--- config.mk ---
export PLATFORM = sky130hd
export DESIGN_NAME = gate_tt_sequencer
export DESIGN_NICKNAME = d
export VERILOG_FILES = /design/src/rtl/gate_tt_sequencer.sv
export SDC_FILE = /design/constraint.sdc
export NUM_CORES = 1
export LEC_CHECK = 0
export BUFFER_PORTS_ARGS = -buffer_cell sky130_fd_sc_hd__buf_2
export CAP_MARGIN = 0
export CORE_MARGIN = 2
export CORE_UTILIZATION = 50
export CTS_CLUSTER_SIZE = 24
export DETAILED_ROUTE_END_ITERATION = 10
export PLACE_DENSITY = 0.75
export SKIP_LAST_GASP = 1
export SYNTH_ARGS = -nofsm -noshare
export SYNTH_HDL_FRONTEND = slang
export SYNTH_SLANG_ARGS = --single-unit
--- constraint.sdc ---
create_clock -name clk -period 4.8 [get_ports clk]
set_input_delay 0.72 -clock clk [delete_from_list [all_inputs] [get_ports clk]]
set_output_delay 0.72 -clock clk [all_outputs]
set_load 0.01 [all_outputs]
--- src/rtl/gate_tt_sequencer.sv ---
// Truth-table sequencer: sweeps every input vector of a gate under test and checks its output.
// Optional STOP_ON_FAIL_EN: end the sweep at the first mismatching vector.
module gate_tt_sequencer #(
    parameter int unsigned            N_IN        = 2,
    parameter int unsigned            HOLD_CYCLES = 1,
    parameter logic [(1<<N_IN)-1:0]   EXP_TT      = 4'b1110
) (
    input  logic              clk,
    input  logic              rst_n,
    input  logic              start,
    output logic [N_IN-1:0]   dut_in,
    input  logic              dut_out,
    output logic              busy,
    output logic              done,
    output logic              pass,
    output logic [N_IN:0]     err_count,
    output logic [N_IN-1:0]   first_fail_vec,
    output logic              first_fail_valid
);

    localparam int unsigned HW = (HOLD_CYCLES > 1) ? $clog2(HOLD_CYCLES) : 1;
    localparam int unsigned EW = N_IN + 1;

    typedef enum logic [1:0] {
        S_IDLE   = 2'd0,
        S_SETTLE = 2'd1,
        S_SAMPLE = 2'd2,
        S_DONE   = 2'd3
    } state_t;

    state_t            r_state;
    logic [N_IN-1:0]   r_vec;
    logic [HW-1:0]     r_hold;
    logic [N_IN-1:0]   r_dut_in;
    logic              r_busy;
    logic              r_done;
    logic              r_pass;
    logic [EW-1:0]     r_err_count;
    logic [N_IN-1:0]   r_first_fail_vec;
    logic              r_first_fail_valid;

    logic              w_mis;
    logic              w_last;
    logic              w_finish;
    logic [EW-1:0]     w_err_next;

    // Compare against the expected table; only meaningful while in SAMPLE
    assign w_mis      = (dut_out != EXP_TT[r_vec]);
    assign w_last     = (r_vec == {N_IN{1'b1}});
    assign w_err_next = r_err_count + EW'(w_mis);
`ifdef STOP_ON_FAIL_EN
    assign w_finish   = w_last || w_mis;
`else
    assign w_finish   = w_last;
`endif

    always_ff @(posedge clk or negedge rst_n) begin
        if (!rst_n) begin
            r_state            <= S_IDLE;
            r_vec              <= '0;
            r_hold             <= '0;
            r_dut_in           <= '0;
            r_busy             <= 1'b0;
            r_done             <= 1'b0;
            r_pass             <= 1'b0;
            r_err_count        <= '0;
            r_first_fail_vec   <= '0;
            r_first_fail_valid <= 1'b0;
        end else begin
            case (r_state)
                S_IDLE, S_DONE: begin
                    if (start) begin
                        r_state            <= S_SETTLE;
                        r_vec              <= '0;
                        r_hold             <= '0;
                        r_dut_in           <= '0;
                        r_busy             <= 1'b1;
                        r_done             <= 1'b0;
                        r_pass             <= 1'b0;
                        r_err_count        <= '0;
                        r_first_fail_vec   <= '0;
                        r_first_fail_valid <= 1'b0;
                    end
                end
                S_SETTLE: begin
                    if (r_hold == HW'(HOLD_CYCLES - 1)) begin
                        r_state <= S_SAMPLE;
                    end else begin
                        r_hold <= r_hold + HW'(1);
                    end
                end
                S_SAMPLE: begin
                    if (w_mis) begin
                        r_err_count <= w_err_next;
                        if (!r_first_fail_valid) begin
                            r_first_fail_vec   <= r_vec;
                            r_first_fail_valid <= 1'b1;
                        end
                    end
                    if (w_finish) begin
                        r_state  <= S_DONE;
                        r_busy   <= 1'b0;
                        r_done   <= 1'b1;
                        r_pass   <= (w_err_next == '0);
                        r_dut_in <= '0;
                    end else begin
                        r_state  <= S_SETTLE;
                        r_vec    <= r_vec + N_IN'(1);
                        r_dut_in <= r_vec + N_IN'(1);
                        r_hold   <= '0;
                    end
                end
                default: r_state <= S_IDLE;
            endcase
        end
    end

    assign dut_in           = r_dut_in;
    assign busy             = r_busy;
    assign done             = r_done;
    assign pass             = r_pass;
    assign err_count        = r_err_count;
    assign first_fail_vec   = r_first_fail_vec;
    assign first_fail_valid = r_first_fail_valid;

endmodule

==> results.env, run 1 <==
ROUTED-VIA-COUNT=788
OUTCOME='completed'
CLOCK-SKEW-FINAL_NS=0.0103
FP-ROW-COUNT=16
FLOORPLAN.IO_PINS=15
FINAL_LAYOUT_SIZE_SUFFIX_GT1_FRAC=0.183
DRT-TOTAL-WL_UM=2040
NUMBER_OF_ANTENNA_VIOLATIONS_AT_THE_FIRST_CHECK_IN_GLOBAL_ROUTING=0
ROUTED_WIRE_LENGTH_PER_INSTANCE_UM=14.4
CRITICAL_PATH_ARRIVAL_NS=2.59
HOLDCRITPATHCLASS='in -> async'
CRIT_PATH_START_KIND='flop'
TOTAL_OVERFLOW_REPORTED_BY_THE_GLOBAL_ROUTER=0
CTSRESIZECOUNT=0
TIMING_WORST_SLEW_PIN_VALUE_NS=0.635
CTS_MAX_LEVEL=1
POST_SYNTH_MAIN_AREA_CONTRIBUTORS='sky130_fd_sc_hd__dfrtp_1 (38%), sky130_fd_sc_hd__ha_1 (8.9%), sky130_fd_sc_hd__a21oi_1 (4.6%), sky130_fd_sc_hd__nand2_1 (4.2%), sky130_fd_sc_hd__o21ai_0 (4.1%)'
PORT-BUFFER-COUNT=14
TIMING.FINAL.CRIT_SHARE=0.497
DRT-VIAS-PER-INSTANCE=5.55
CHIPWIDTH_UM=48.3
GRT_FIRST_PASS_WIRELENGTH_UM=3420
DRC_MARKERS=0
FINALNETCOUNT=127
POSTSYNTHAREAPERCELL_UM2=9.42
NETLIST.TOP_CELL.BY_AREA='sky130_fd_sc_hd__dfrtp_1'
GRT_MAX_DEGREE=19
ACHIEVABLE-FREQUENCY_GHz=0.419
FIN_TOTAL_PWR_uW=615
CAP_VIOL_MAX_COUNT=0
PATH_CLK_SLEW_NS=0.10
POSTLAYOUTSETUPSLACKWORST_NS=2.42
GRT_SETUP_UNREPAIRED='false'
CLOCK_SINK_COUNT=15
ROUTABILITYCONGESTION=0.872
CTS.REPAIR_TIMING.SETUP_BUFFER_COUNT=0
TIMING.FINAL.CRIT_PERIOD_NS=2.38
INITIAL_CORE_UTIL=0.515
ENDPOINT_KIND='flop'
CLOCK_LATENCY_NS=0.29
REQUIRED_NS=5.01
REPORT.FINAL.HOLD_VIOL_COUNT=0
POWER_DENSITY_nW_PER_UM2=587
SETUP_VIOL=0
LAYOUT.CELLS.MOST_COMMON='sky130_fd_sc_hd__dfrtp_1'
TIMING_WORST_SETUP_PATH_TYPE='reg -> reg'
SYNTH_CELL_TYPES=33
WORST_REG2REG_PATH_DEPTH=8
DIE_Y_UM=48.3
ANT_NETS=0
DRV_SLEW=0
STATIC-LEAKAGE-POWER_uW=0.000514
CTS.HOLD.BUFFERS_ADDED=0
DETAILEDPLACE.WORSTSLACK_NS=2.43
NUMBER_OF_GLOBAL_ROUTE_VIAS_BEFORE_REPAIR=756
NETLIST_AREA_UM2=980
ANTENNADIODECOUNT=0
CTS_INSERTED_BUFFERS=3
POST-SYNTH-TOP-AREA-FRACTION=0.383
INITIALDRTVIOLATIONCOUNT=11
YS.WARNINGS.COUNT=0
SYNTH_SEQUENTIAL_AREA_RATIO=0.383
FLOORPLAN.CORE_AREA_UM2=1900
FINAL_CELL_MIX='sky130_fd_sc_hd__dfrtp_1 (15), sky130_fd_sc_hd__buf_2 (14), sky130_fd_sc_hd__nand2_1 (11), sky130_fd_sc_hd__a21oi_1 (9), sky130_fd_sc_hd__o21ai_0 (8)'
SYN2LAYOUT_AREA_GROWTH_PCT=7.02
PLACE_HPWL_UM=1470
TRITONCTS='yes'
TIMING.MAX_SLEW.REL_SLACK=0.577
SETUP-TNS-FINAL_NS=0
CTS_ROOT_BUFFER='sky130_fd_sc_hd__clkbuf_4'
FLOORPLAN.DIE_AREA_UM2=2330
FIRST_PASS_DETAILED_ROUTE_ITERATION_TOTAL=4
WORST_IR_DROP_VDD_mV=0.407
CRIT_FANOUT=13
POSTSYNTHCELLCOUNT=104
SYNTH_FP_NETS=115
SYNTH_SEQ_CELLS=15
GLOBALROUTETOTALUTIL=0.210
MAX-CLOCK-PATH-BUFFERS=2
[report_power, final]
group | internal, uW | leakage, uW | switching [uW]
clock | 32.3 | 0.0000150 | 42.4
combinational | 133 | 0.000302 | 211
sequential | 162 | 0.000197 | 34.5
total | 327 | 0.000514 | 288
[routing by layer]
layer	vias to the layer above	share of wire	GRT usage
li1	390	-	-
met4	0	0.012	0.0811
met1	379	0.47	0.279
met5	-	0	0
met2	15	0.49	0.347
met3	4	0.029	0.0222
[final timing paths]
kind                                    endpoint  slack, ns                   from
setup / recovery                pass$_DFFE_PN0P_       2.42   r_vec[0]$_DFFE_PN0P_
hold / removal                  busy$_DFFE_PN0P_       0.32                  rst_n
setup reg to reg                pass$_DFFE_PN0P_       2.42   r_vec[0]$_DFFE_PN0P_
hold reg to reg            dut_in[1]$_DFFE_PN0P_       0.50  dut_in[1]$_DFFE_PN0P_
max in group asynchronous  dut_in[0]$_DFFE_PN0P_       4.21                  rst_n
min in group clk           dut_in[1]$_DFFE_PN0P_       0.50  dut_in[1]$_DFFE_PN0P_
[critical path, cell delays in order (launching register included)]
cell and delay, ns:
sky130_fd_sc_hd__dfrtp_1 0.48, sky130_fd_sc_hd__inv_1 0.08, sky130_fd_sc_hd__ha_1 0.24, sky130_fd_sc_hd__xnor2_2 0.47, sky130_fd_sc_hd__ha_1 0.26, sky130_fd_sc_hd__ha_1 0.27
sky130_fd_sc_hd__nor4_2 0.30, sky130_fd_sc_hd__a22oi_1 0.12, sky130_fd_sc_hd__o21ai_1 0.09
[state kept, by name, indices dropped and copies added (netlist names)]
name and count:
busy 1, pass 1, first_fail_vec 2, first_fail_valid 1, dut_in 2, r_state 2
r_vec 2, err_count 3, done 1
[metrics by stage]
step / utilization / instances / cell area (um^2) / hold slack (ns)
after floorplan: - / 104 / 980 / 0.424
final: 0.551 / 142 / 1050 / 0.324
after global routing: 0.551 / 142 / 1050 / 0.337
after global placement: 0.538 / 138 / 1020 / 0.475
after detailed placement: 0.538 / 138 / 1020 / 0.477
after CTS: 0.551 / 142 / 1050 / 0.331
[layout make-up]
type / count / area [um^2]
fill: 174 / 853
multi-input combinational: 77 / 524
sequential: 15 / 375
timing repair buffer: 14 / 70.1
tap: 27 / 33.8
clock buffer: 4 / 26.3
inverter: 5 / 18.8
[Yosys cell counts]
| cell type | instances |
|---|---|
| sky130_fd_sc_hd__a211o_1 | 1 |
| sky130_fd_sc_hd__a21boi_1 | 1 |
| sky130_fd_sc_hd__a21oi_1 | 9 |
| sky130_fd_sc_hd__a22oi_1 | 2 |
| sky130_fd_sc_hd__a31oi_1 | 2 |
| sky130_fd_sc_hd__a32o_1 | 2 |
| sky130_fd_sc_hd__and2b_1 | 3 |
| sky130_fd_sc_hd__and4b_1 | 1 |
| sky130_fd_sc_hd__buf_2 | 1 |
| sky130_fd_sc_hd__buf_4 | 3 |
| sky130_fd_sc_hd__buf_6 | 3 |
| sky130_fd_sc_hd__dfrtp_1 | 15 |
| sky130_fd_sc_hd__ha_1 | 7 |
| sky130_fd_sc_hd__inv_1 | 5 |
| sky130_fd_sc_hd__mux2i_1 | 2 |
| sky130_fd_sc_hd__nand2_1 | 11 |
| sky130_fd_sc_hd__nand2b_1 | 2 |
| sky130_fd_sc_hd__nand2b_4 | 1 |
| sky130_fd_sc_hd__nand3_1 | 4 |
| sky130_fd_sc_hd__nand3b_1 | 1 |
| sky130_fd_sc_hd__nand4_1 | 2 |
| sky130_fd_sc_hd__nor2_1 | 6 |
| sky130_fd_sc_hd__nor2b_1 | 1 |
| sky130_fd_sc_hd__nor2b_4 | 1 |
| sky130_fd_sc_hd__nor4_2 | 1 |
| sky130_fd_sc_hd__o211ai_1 | 1 |
| sky130_fd_sc_hd__o21a_1 | 2 |
| sky130_fd_sc_hd__o21ai_0 | 8 |
| sky130_fd_sc_hd__o21ai_1 | 2 |
| sky130_fd_sc_hd__o221ai_1 | 1 |
| sky130_fd_sc_hd__o22ai_1 | 1 |
| sky130_fd_sc_hd__xnor2_2 | 1 |
| sky130_fd_sc_hd__xor2_1 | 1 |
[logic make-up (layout without fill, tap and decap cells)]
logic type | count (synthesis) | in the layout | synth area share
AO/OA/AOI/OAI | 32 | 32 | 0.201
XOR/XNOR | 2 | 2 | 0.0255
adder cells (fa/ha/maj) | 7 | 7 | 0.0894
buffers and inverters | 12 | 23 | 0.0817
flip-flops | 15 | 15 | 0.383
multiplexers | 2 | 2 | 0.0204
AND/OR/NAND/NOR | 34 | 34 | 0.199
(Power assumes the default switching activity.)
==> run 2: changes to the inputs <==
- ABC_AREA: unset -> 1
- CORE_UTILIZATION: 50 -> 47
- clock period: 4.8 -> 2.03 ns (I/O delays scaled with it)
==> run 2 against run 1 <==
Against the previous run: register-to-register slack got worse by 2.1 ns; routed wire length fell by 27%; first-iteration DRC count fell by 36%; global-route usage fell by 3.2 points; clock-buffer cell count did not move; setup slack got worse by 2.1 ns; highest routed layer unchanged; sequential share of layout area rose by 6.0 points; maximum frequency rose by 35%; design area fell by 14%; largest power group unchanged.
==> results.env, run 2 <==
OUTCOME='completed'  # unchanged
TIMING.CRITICAL_PATH.SLOWEST_CELL_DELAY_NS=0.40  # was 0.48 ns
FINALNETCOUNT=121  # was 127
SETUP-TNS-FINAL_NS=0  # unchanged
SETUP.WORST_PATH.START='r_vec[0]$_DFFE_PN0P_'  # unchanged
POST-PLACE-CELLS=120  # was 138
TIMING_WORST_SETUP_PATH_TYPE='reg -> reg'  # unchanged
CRIT_FANOUT=6  # was 13
LAYOUT_FILLERS=139  # was 174
CTS_ROOT_BUFFER='sky130_fd_sc_hd__clkbuf_4'  # unchanged
SYNTH_CELL_TYPES=14  # was 33
WORST_IR_DROP_VDD_mV=0.631  # was 0.407 mV
GR_LAYER_USAGE_MET2=0.281  # was 0.347
YS.WARNINGS.COUNT=0  # unchanged
TIMING_WORST_SLEW_PIN_VALUE_NS=0.322  # was 0.635 ns
DRV_SLEW=0  # unchanged
TIMING.FINAL.CRIT_SHARE=0.868  # was 0.497
SYNTH_SEQUENTIAL_AREA_RATIO=0.486  # was 0.383
SYNTH.MOST_COMMON_CELL='sky130_fd_sc_hd__nand2_1'  # was sky130_fd_sc_hd__dfrtp_1
P_SEQ_FRAC=0.372  # was 0.319
CLOCK_SINK_COUNT=15  # unchanged
CAP_VIOL_MAX_COUNT=0  # unchanged
CLOCK-SKEW-FINAL_NS=0.00143  # was 0.0103 ns
DRT-TOTAL-WL_UM=1480  # was 2040 um
PLACE_AREA_UM2=862  # was 1020 um^2
CRIT_PATH_START_KIND='flop'  # unchanged
GRT_SETUP_UNREPAIRED='false'  # unchanged
FINAL_LAYOUT_SIZE_SUFFIX_GT1_FRAC=0.211  # was 0.183
NETLIST_AREA_UM2=772  # was 980 um^2
TOTAL_OVERFLOW_REPORTED_BY_THE_GLOBAL_ROUTER=0  # unchanged
GLOBALROUTETOTALUTIL=0.177  # was 0.210
USE_MET1=0.227  # was 0.279
PLACE_HPWL_UM=1140  # was 1470 um
ENDPOINT_KIND='flop'  # unchanged
DRC_MARKERS=0  # unchanged
FP-ROW-COUNT=14  # was 16
ROUTED_WIRE_LENGTH_PER_INSTANCE_UM=11.9  # was 14.4 um
CRITICAL_PATH_ARRIVAL_NS=1.99  # was 2.59 ns
DIE_Y_UM=44.5  # was 48.3 um
HOLD-WORST-SLACK_NS=0.378  # was 0.324 ns
SYNTH_FP_NETS=101  # was 115
CTS_MAX_LEVEL=1  # unchanged
DETAILEDPLACE.WORSTSLACK_NS=0.297  # was 2.43 ns
SWITCHING_SHARE=0.448  # was 0.468
PATH_CLK_SLEW_NS=0.09  # was 0.10 ns
CP_NUM_CELLS=10  # was 8
FINAL-INSTANCE-COUNT-EXCL-FILL=125  # was 142
PATH_DELAY_FAMILY='adder cells'  # unchanged
POWER_DENSITY_nW_PER_UM2=1280  # was 587 nW/um^2
POWER_REPORT.INTERNAL_TOTAL_uW=633  # was 327 uW
LARGEST_REG_FLOPS=3  # unchanged
CTS_INSERTED_BUFFERS=3  # unchanged
TRITONCTS='yes'  # unchanged
DRT-VIAS-PER-INSTANCE=5.10  # was 5.55
PORT-BUFFER-COUNT=14  # unchanged
GRT_MAX_DEGREE=16  # was 19
CTS.REPAIR_TIMING.SETUP_BUFFER_COUNT=0  # unchanged
NETLIST_TOP_CELLS_COUNT='sky130_fd_sc_hd__nand2_1 (28), sky130_fd_sc_hd__dfrtp_1 (15), sky130_fd_sc_hd__inv_1 (9)'  # was sky130_fd_sc_hd__dfrtp_1 (15), sky130_fd_sc_hd__nand2_1 (11), sky130_fd_sc_hd__a21oi_1 (9)
FIRST_PASS_DETAILED_ROUTE_ITERATION_TOTAL=4  # unchanged
GRT_FIRST_PASS_WIRELENGTH_UM=2520  # was 3420 um
POSTSYNTHAREAPERCELL_UM2=8.58  # was 9.42 um^2
SETUP_VIOL=0  # unchanged
HOLD_DEPTH=4
NETLIST.TOP_CELL.BY_AREA='sky130_fd_sc_hd__dfrtp_1'  # unchanged
FIN_AREA_UM2=898  # was 1050 um^2
SYNTH_FF_TYPE='sky130_fd_sc_hd__dfrtp_1'  # unchanged
CLOCK_LATENCY_NS=0.28  # was 0.29 ns
WORSTSETUPENDPOINT='pass$_DFFE_PN0P_'  # unchanged
ANTENNADIODECOUNT=0  # unchanged
CRIT_PATH_MAX_DELAY_CELL_TYPE='sky130_fd_sc_hd__dfrtp_1'  # unchanged
FLOORPLAN.DIE_AREA_UM2=1980  # was 2330 um^2
INITIAL_CORE_UTIL=0.507  # was 0.515
GLOBALROUTE.BUSIESTLAYER='met2'  # unchanged
SHARE_COMB_OF_TOTAL_POWER=0.478  # was 0.560
TIMING.MAX_SLEW.REL_SLACK=0.785  # was 0.577
SYN2LAYOUT_AREA_GROWTH_PCT=16.4  # was 7.02%
GLOBAL_ROUTE.USAGE.MET3=0.0367  # was 0.0222
HOLDCRITPATHCLASS='in -> reg'  # was in -> async
TOTAL_SWITCHING_POWER_uW=513  # was 288 uW
ACHIEVABLE-FREQUENCY_GHz=0.568  # was 0.419 GHz
MAX-CLOCK-PATH-BUFFERS=2  # unchanged
SYNTH_SEQ_CELLS=15  # unchanged
NUMBER_OF_GLOBAL_ROUTE_VIAS_BEFORE_REPAIR=610  # was 756
STATIC-LEAKAGE-POWER_uW=0.000519  # was 0.000514 uW
REQUIRED_NS=2.26  # was 5.01 ns
CHIPWIDTH_UM=44.5  # was 48.3 um
WORSTREG2REGSTART='r_vec[0]$_DFFE_PN0P_'  # unchanged
WORST_REG2REG_PATH_DEPTH=10  # was 8
FINAL_CELL_MIX='sky130_fd_sc_hd__nand2_1 (28), sky130_fd_sc_hd__dfrtp_1 (15), sky130_fd_sc_hd__buf_2 (14), sky130_fd_sc_hd__inv_1 (9)'  # was sky130_fd_sc_hd__dfrtp_1 (15), sky130_fd_sc_hd__buf_2 (14), sky130_fd_sc_hd__nand2_1 (11), sky130_fd_sc_hd__a21oi_1 (9), sky130_fd_sc_hd__o21ai_0 (8)
NUMBER_OF_ANTENNA_VIOLATIONS_AT_THE_FIRST_CHECK_IN_GLOBAL_ROUTING=0  # unchanged
CAPTURE_INSTANCE_OF_THE_WORST_REGISTER_TO_REGISTER_PATH='pass$_DFFE_PN0P_'  # unchanged
CRITICAL_PATH_CELL_LIST='inv_1 > ha_1 > inv_1 > nand2_1 > nand2_1 > ha_1 > ha_1 > xnor2_1 > nand3_1 > nand2_1'  # was inv_1 > ha_1 > xnor2_2 > ha_1 > ha_1 > nor4_2 > a22oi_1 > o21ai_1
CLOCK_POWER_SHARE=0.150  # was 0.121
FLOORPLAN.IO_PINS=15  # unchanged
POSTSYNTHCELLCOUNT=90  # was 104
ROUTABILITYCONGESTION=0.845  # was 0.872
ROUTED-VIA-COUNT=637  # was 788
LAYOUT.CELLS.MOST_COMMON='sky130_fd_sc_hd__nand2_1'  # was sky130_fd_sc_hd__dfrtp_1
REGISTER_TO_REGISTER_SETUP_SLACK_NS=0.27  # was 2.42 ns
POST-SYNTH-TOP-AREA-FRACTION=0.486  # was 0.383
INITIALDRTVIOLATIONCOUNT=7  # was 11
POSTLAYOUTSETUPSLACKWORST_NS=0.268  # was 2.42 ns
ANT_NETS=0  # unchanged
SYNTH_EDF_COUNT=0  # unchanged
REPORT.FINAL.HOLD_VIOL_COUNT=0  # unchanged
POST_SYNTH_MAIN_AREA_CONTRIBUTORS='sky130_fd_sc_hd__dfrtp_1 (49%), sky130_fd_sc_hd__nand2_1 (14%), sky130_fd_sc_hd__ha_1 (11%), sky130_fd_sc_hd__nand3_1 (4.5%), sky130_fd_sc_hd__o21ai_0 (4.5%)'  # was sky130_fd_sc_hd__dfrtp_1 (38%), sky130_fd_sc_hd__ha_1 (8.9%), sky130_fd_sc_hd__a21oi_1 (4.6%), sky130_fd_sc_hd__nand2_1 (4.2%), sky130_fd_sc_hd__o21ai_0 (4.1%)
YS_ASYNC_SR_FRACTION=1.00  # unchanged
FLOORPLAN.CORE_AREA_UM2=1520  # was 1900 um^2
NUMBER_OF_BUFFERS_AND_INVERTERS_ON_THE_CRITICAL_PATH=2  # was 1
TIMING.FINAL.CRIT_PERIOD_NS=1.76  # was 2.38 ns
==> run 2: logic make-up (layout without fill, tap and decap cells) <==
group | count (synthesis) | after routing | share of synthesized area
and+or+nand+nor | 47 | 47 | 0.276
DFF | 15 | 15 | 0.486
AOI/OAI and AO/OA | 10 | 10 | 0.0648
buffers and inverters | 10 | 29 | 0.0486
adders and majority gates | 7 | 7 | 0.113
xor gates and xnor gates | 1 | 1 | 0.0113
==> run 2: timing repair <==
item | in CTS | in global routing
hold buffers | 1 | 0
resized for setup | 0 | 0
endpoints found under the hold margin | 15 | 0
==> run 2: power by group through the flow <==
stage	Sequential [uW]	Combinational (uW)	Clock (uW)
detailed placement	433	541	0
finish	427	548	172
global route	437	634	186
CTS	427	553	177
global placement	428	524	0
floorplan	445	383	0
==> run 2: routing by layer <==
| metal | routed length, um | part of all wire |
|---|---|---|
| met2 | 665 | 0.45 |
| met3 | 56 | 0.038 |
| met4 | 26 | 0.018 |
| met5 | 0 | 0 |
| met1 | 733 | 0.49 |
==> run 2: per-stage QoR <==
step	total power [uW]	util
after floorplan	828	-
after global placement	953	0.566
after detailed placement	974	0.566
after CTS	1160	0.589
after global routing	1260	0.589
final	1150	0.589
==> run 2: layout make-up <==
cell class              count  area (um^2)  area share
multi-input cells          65          359       0.400
flip-flops and latches     15          375       0.418
repair buffers             15         80.1      0.0891
inverters                  10         37.5      0.0418
well taps                  16         20.0      0.0223
clock buffers               4         26.3      0.0292
==> run 2: worst min-delay path by stage <==
stage                from  slack [ns]                             to
floorplan           rst_n       0.009               busy$_DFFE_PN0P_
global placement    rst_n        0.22  first_fail_vec[0]$_DFFE_PN0P_
detailed placement  rst_n        0.23         r_state[1]$_DFFE_PN0P_
CTS                 start        0.37         r_state[0]$_DFFE_PN0P_
global route        start        0.38         r_state[0]$_DFFE_PN0P_
finish              start        0.38         r_state[0]$_DFFE_PN0P_
==> run 2: worst reg2reg max path: stages, from the launching register on <==
cell and delay, ns:
sky130_fd_sc_hd__dfrtp_1 0.40, sky130_fd_sc_hd__inv_1 0.10, sky130_fd_sc_hd__ha_1 0.17, sky130_fd_sc_hd__inv_1 0.04, sky130_fd_sc_hd__nand2_1 0.07, sky130_fd_sc_hd__nand2_1 0.14
sky130_fd_sc_hd__ha_1 0.23, sky130_fd_sc_hd__ha_1 0.19, sky130_fd_sc_hd__xnor2_1 0.21, sky130_fd_sc_hd__nand3_1 0.09, sky130_fd_sc_hd__nand2_1 0.07
